[src/rtl/luhnmod16_gen.sv]
// Luhn mod-16 check-nibble generator.
// Forwards a payload of 4-bit nibbles unchanged and appends one check nibble
// that makes the whole frame (payload + check) validate under Luhn mod 16.
module luhnmod16_gen #(
   parameter int SIZE_W = 8
) (
   input  logic              clock,
   input  logic              rst,
   input  logic [SIZE_W-1:0] size,
   input  logic              size_valid,
   output logic              size_ready,
   input  logic [3:0]        data,
   input  logic              data_valid,
   output logic              data_ready,
   output logic [3:0]        out_data,
   output logic              out_valid,
   input  logic              out_ready,
   output logic              out_last
);

   typedef enum logic [1:0] {
      S_IDLE,
      S_PASS,
      S_CHECK,
      S_DRAIN
   } state_t;

   state_t            r_state;
   logic              r_size_ready;
   logic              r_out_valid;
   logic              r_out_last;
   logic [3:0]        r_out_data;
   logic [3:0]        r_sum;
   logic [SIZE_W-1:0] r_count;
   logic              r_dbl;

   logic              w_out_free;
   logic              w_data_fire;

   // Weight one nibble: doubled nibbles fold to their base-16 digit sum.
   function automatic logic [3:0] weigh(input logic [3:0] v, input logic dbl);
      logic [4:0] t;
      t = {v, 1'b0};
      if (t >= 5'd16) begin
         t = t - 5'd15;
      end
      return dbl ? t[3:0] : v;
   endfunction

   // Check nibble is the additive inverse of the running sum, mod 16.
   function automatic logic [3:0] check_of(input logic [3:0] s);
      return 4'd0 - s;
   endfunction

   // Output register may be (re)loaded when empty or being drained this cycle.
   always_comb begin
      w_out_free  = !r_out_valid || out_ready;
      data_ready  = (r_state == S_PASS) && w_out_free;
      w_data_fire = data_ready && data_valid;
   end

   // Frame sequencer with registered output stage.
   always_ff @(posedge clock or posedge rst) begin
      if (rst) begin
         r_state      <= S_IDLE;
         r_size_ready <= 1'b0;
         r_out_valid  <= 1'b0;
         r_out_last   <= 1'b0;
         r_out_data   <= 4'd0;
         r_sum        <= 4'd0;
         r_count      <= '0;
         r_dbl        <= 1'b0;
      end else begin
         case (r_state)
            S_IDLE: begin
               if (!r_size_ready) begin
                  r_size_ready <= 1'b1;
               end else if (size_valid) begin
                  r_count      <= size;
                  r_sum        <= 4'd0;
                  r_dbl        <= size[0];
                  r_size_ready <= 1'b0;
                  r_state      <= (size != '0) ? S_PASS : S_CHECK;
               end
            end
            S_PASS: begin
               if (w_data_fire) begin
                  r_out_data  <= data;
                  r_out_valid <= 1'b1;
                  r_count     <= r_count - SIZE_W'(1);
                  r_dbl       <= ~r_dbl;
                  r_sum       <= r_sum + weigh(data, r_dbl);
                  if (r_count == SIZE_W'(1)) begin
                     r_state <= S_CHECK;
                  end
               end else if (r_out_valid && out_ready) begin
                  r_out_valid <= 1'b0;
               end
            end
            S_CHECK: begin
               if (w_out_free) begin
                  r_out_data  <= check_of(r_sum);
                  r_out_valid <= 1'b1;
                  r_out_last  <= 1'b1;
                  r_state     <= S_DRAIN;
               end
            end
            S_DRAIN: begin
               if (out_ready) begin
                  r_out_valid  <= 1'b0;
                  r_out_last   <= 1'b0;
                  r_size_ready <= 1'b1;
                  r_state      <= S_IDLE;
               end
            end
            default: begin
               r_state <= S_IDLE;
            end
         endcase
      end
   end

   assign size_ready = r_size_ready;
   assign out_valid  = r_out_valid;
   assign out_last   = r_out_last;
   assign out_data   = r_out_data;

endmodule

[config.mk]
export PLATFORM = sky130hd
export DESIGN_NAME = luhnmod16_gen
export DESIGN_NICKNAME = d
export VERILOG_FILES = /design/src/rtl/luhnmod16_gen.sv
export SDC_FILE = /design/constraint.sdc
export NUM_CORES = 1
export LEC_CHECK = 0
export CORE_UTILIZATION = 45
export CTS_BUF_LIST = sky130_fd_sc_hd__clkbuf_16
export DETAILED_ROUTE_END_ITERATION = 8
export HOLD_SLACK_MARGIN = 0.15
export PLACE_DENSITY = 0.76
export SKIP_LAST_GASP = 1
export SLEW_MARGIN = 10
export SYNTH_ARGS = -nofsm -noshare
export SYNTH_HDL_FRONTEND = slang
export SYNTH_SLANG_ARGS = --single-unit
export TNS_END_PERCENT = 30
[constraint.sdc]
create_clock -name clock -period 2.8 [get_ports clock]
set_clock_uncertainty 0.2 [all_clocks]
set_input_delay 0.84 -clock clock [delete_from_list [all_inputs] [get_ports clock]]
set_output_delay 0.84 -clock clock [all_outputs]
set_load 0.05 [all_outputs]
==> impl_metrics.json, run 1 <==
{
  "outcome": "finished, final reports clean",
  "coreArea_sq_um": 3180,
  "grt_max_degree": 23,
  "drt_iter0_drc": 88,
  "yosysWarnings": 0,
  "cts_made_buffers": 3,
  "synth_nets": 196,
  "cts_root_buf": "clkbuf_16",
  "met2_length_mm": 2.14,
  "start_util": 0.490,
  "max_slew_margin": 0.614,
  "worstMarginPinSlew_ns": 0.575,
  "maxCapViolations": 0,
  "yosysMostFrequentCell": "dfrtp_1",
  "min_path_type": "reg2reg",
  "htree_num_levels": 1,
  "highest_layer": "met4",
  "leakage_nw": 0.878,
  "synth-main-ff-cell": "dfrtp_1",
  "final.period_utilization": 0.970,
  "path_max_fanout": 2,
  "grt.total_usage": 0.250,
  "timing.critical_path.slowest_stage_cell": "clkdlybuf4s50_1",
  "slew_violations": 0,
  "nets": 236,
  "synth_cells": 168,
  "fin_hold_ws_ns": 0.339,
  "met3WireLength_um": 216,
  "hold_buffers": 0,
  "clock_path_buffers": 2,
  "cts_tree": "built",
  "yosys_register_bits": 22,
  "die_w_um": 60.8,
  "crit_path_start_kind": "primary input",
  "slowest_delay_ns": 0.43,
  "setup_slack_ns": 0.0835,
  "ir_drop_mv": 0.659,
  "rsz0062_at_grt": "yes",
  "postCtsSetupBuffers": 0,
  "wire_per_inst_um": 16.6,
  "worstPathArrival_ns": 1.68,
  "finalHoldViolations": 0,
  "syn-mean-instance-area_sq_um": 9.27,
  "crit_type": "in2out",
  "antenna-diode-count": 0,
  "total_power_mw": 2.59,
  "worstPathCellList": "clkdlybuf4s50_1 -> nor2b_1 -> nor2_2 -> buf_12",
  "antenna_found_initial": 0,
  "final_antenna_net_count": 0,
  "worstRegToRegCells": 6,
  "worstPathRequired_ns": 1.76,
  "die-area_sq_um": 3700,
  "drive_gt1_frac": 0.184,
  "async_reset_ff_frac": 1.00,
  "place.gp.congestion": 0.862,
  "hold_depth": 2,
  "grt_pass1_vias": 1463,
  "dp_hpwl_mm": 3.05,
  "synthTopCellsByArea": "dfrtp_1 35%, ha_1 8.0%, mux2_2 4.3%",
  "synth_top_area_frac": 0.353,
  "max_freq_mhz": 368,
  "power.density_nw_per_um2": 1250,
  "clk_latency_ns": 0.25,
  "place_ws_ns": -0.440,
  "via_per_inst": 5.96,
  "setup_violations": 0,
  "dr.pass1.iters": 4,
  "clkTransAtPathRegs_ns": 0.06,
  "synth-edff-count": 0,
  "synth_commonest_cells": "22 x dfrtp_1, 13 x inv_1, 13 x nor2_1",
  "die_height_um": 60.8,
  "wl_met1_mm": 1.75,
  "yosysUniqueCellTypes": 49,
  "rows": 20,
  "num_io_pins": 25,
  "port_buffers": 24,
  "syn-cell-area_sq_um": 1560,
  "synth-seq-area-share": 0.353,
  "numClockSinks": 22,
  "synth_top_area_cell": "dfrtp_1",
  "drcViolationCount": 0,
  "cp-end-kind": "primary output",
  "routed_wl_mm": 4.16,
  "min_period_ns": 2.72,
  "overflow": 0,
  "grt_pass1_wl_mm": 6.89,
  "areaGrowthSynthToFinish_pct": 33.6,
  "vias": 1496
}
## stage by stage
| step | std cells | utilization | TNS [ns] | cell area (sq um) |
|---|---|---|---|---|
| finish | 251 | 0.655 | 0 | 2080 |
| CTS | 251 | 0.654 | 0 | 2080 |
| global route | 251 | 0.655 | -0.00422 | 2080 |
| detailed placement | 247 | 0.615 | -0.573 | 1960 |
| floorplan | 168 | - | 0 | 1560 |
| global placement | 247 | 0.615 | -0.418 | 1960 |
## final timing paths
path,to,from,slack [ns]
min reg2reg,out_data[1],out_data[1],0.34
max,data_ready,out_ready,0.08
max reg2reg,r_sum[3],r_dbl,0.30
min,out_data[1],out_data[1],0.34
min in group asynchronous,size_ready,rst,0.72
max in group asynchronous,out_valid,rst,1.45
## cell usage in the layout (no fill, tap or decap), types with 2 or more instances in the layout
| cell | Yosys | final |
|---|---|---|
| a211oi_1 | 3 | 3 |
| a21oi_1 | 10 | 10 |
| a221oi_1 | 2 | 2 |
| a31oi_1 | 2 | 2 |
| a41oi_1 | 2 | 2 |
| and3_1 | 2 | 2 |
| buf_4 | 1 | 15 |
| clkbuf_16 | 0 | 3 |
| clkdlybuf4s50_1 | 0 | 19 |
| dfrtp_1 | 22 | 22 |
| dlygate4sd2_1 | 0 | 4 |
| ha_1 | 10 | 8 |
| inv_1 | 13 | 13 |
| mux2_2 | 6 | 4 |
| mux2_4 | 0 | 2 |
| mux2i_1 | 4 | 4 |
| nand2_1 | 10 | 10 |
| nand2b_1 | 5 | 5 |
| nand3_1 | 2 | 2 |
| nand4_1 | 2 | 2 |
| nor2_1 | 13 | 12 |
| nor2b_1 | 2 | 2 |
| nor3_1 | 7 | 7 |
| nor3b_1 | 2 | 2 |
| nor4_1 | 3 | 3 |
| nor4b_1 | 2 | 2 |
| o21ai_0 | 10 | 10 |
| o32ai_1 | 2 | 2 |
| or2_2 | 3 | 3 |
| or3_1 | 2 | 2 |
| xnor2_1 | 3 | 3 |
## cells by family (layout without fill, tap and decap cells)
| group | count (synthesis) | after routing | synth area share |
|---|---|---|---|
| DFF | 22 | 22 | 0.353 |
| buffers and inverters | 18 | 57 | 0.0466 |
| and+or+nand+nor | 58 | 58 | 0.198 |
| muxes | 10 | 10 | 0.0691 |
| xor gates and xnor gates | 3 | 3 | 0.0169 |
| adders and majority gates | 11 | 11 | 0.0932 |
| AOI/OAI and AO/OA | 46 | 46 | 0.223 |
## cell type report
| class | instances | area (sq um) |
|---|---|---|
| fill | 277 | 1100 |
| multi-input combinational | 128 | 960 |
| sequential | 22 | 551 |
| timing repair buffer | 39 | 358 |
| clock buffer | 3 | 75.1 |
| tap | 44 | 55.1 |
| inverter | 14 | 52.6 |
| clock inverter | 1 | 30.0 |
## metal layers
layer  vias up  GRT usage
met2        59      0.452
li1        706          -
met5         -          0
met1       723      0.318
met3         8     0.0192
met4         0     0.0714
## worst max-delay path: cells and delay by family
| kind | cells | cell delay [ns] |
|---|---|---|
| buffers and inverters | 2 | 0.58 |
| and+or+nand+nor | 2 | 0.26 |
## sequential cells by signal, indices dropped and copies added, names as in the netlist
| signal | count |
|---|---|
| size_ready | 1 |
| r_count | 8 |
| out_data | 4 |
| out_last | 1 |
| r_sum | 4 |
| r_state | 2 |
| out_valid | 1 |
| r_dbl | 1 |
## power breakdown
group,internal (mW),total (mW),switching [mW]
Sequential,0.471,0.636,0.164
Combinational,0.671,1.56,0.886
Clock,0.284,0.402,0.118
Total,1.43,2.59,1.17
## timing repair
action,in CTS,in global routing
endpoints found under the hold margin,0,0
setup endpoints to repair,1,2
pin swaps,1,1
cloned,0,0
gates resized for setup,8,1
Power figures use the tool's default switching activity.
==> run 2: changes to the inputs <==
--- a/config.mk
+++ b/config.mk
@@ -11,7 +11,6 @@
 export HOLD_SLACK_MARGIN = 0.15
 export PLACE_DENSITY = 0.76
 export SKIP_LAST_GASP = 1
-export SLEW_MARGIN = 10
 export SYNTH_ARGS = -nofsm -noshare
 export SYNTH_HDL_FRONTEND = slang
 export SYNTH_SLANG_ARGS = --single-unit
==> results of run 2 <==
Final layout, timing and power as in run 1 (identical DEF).
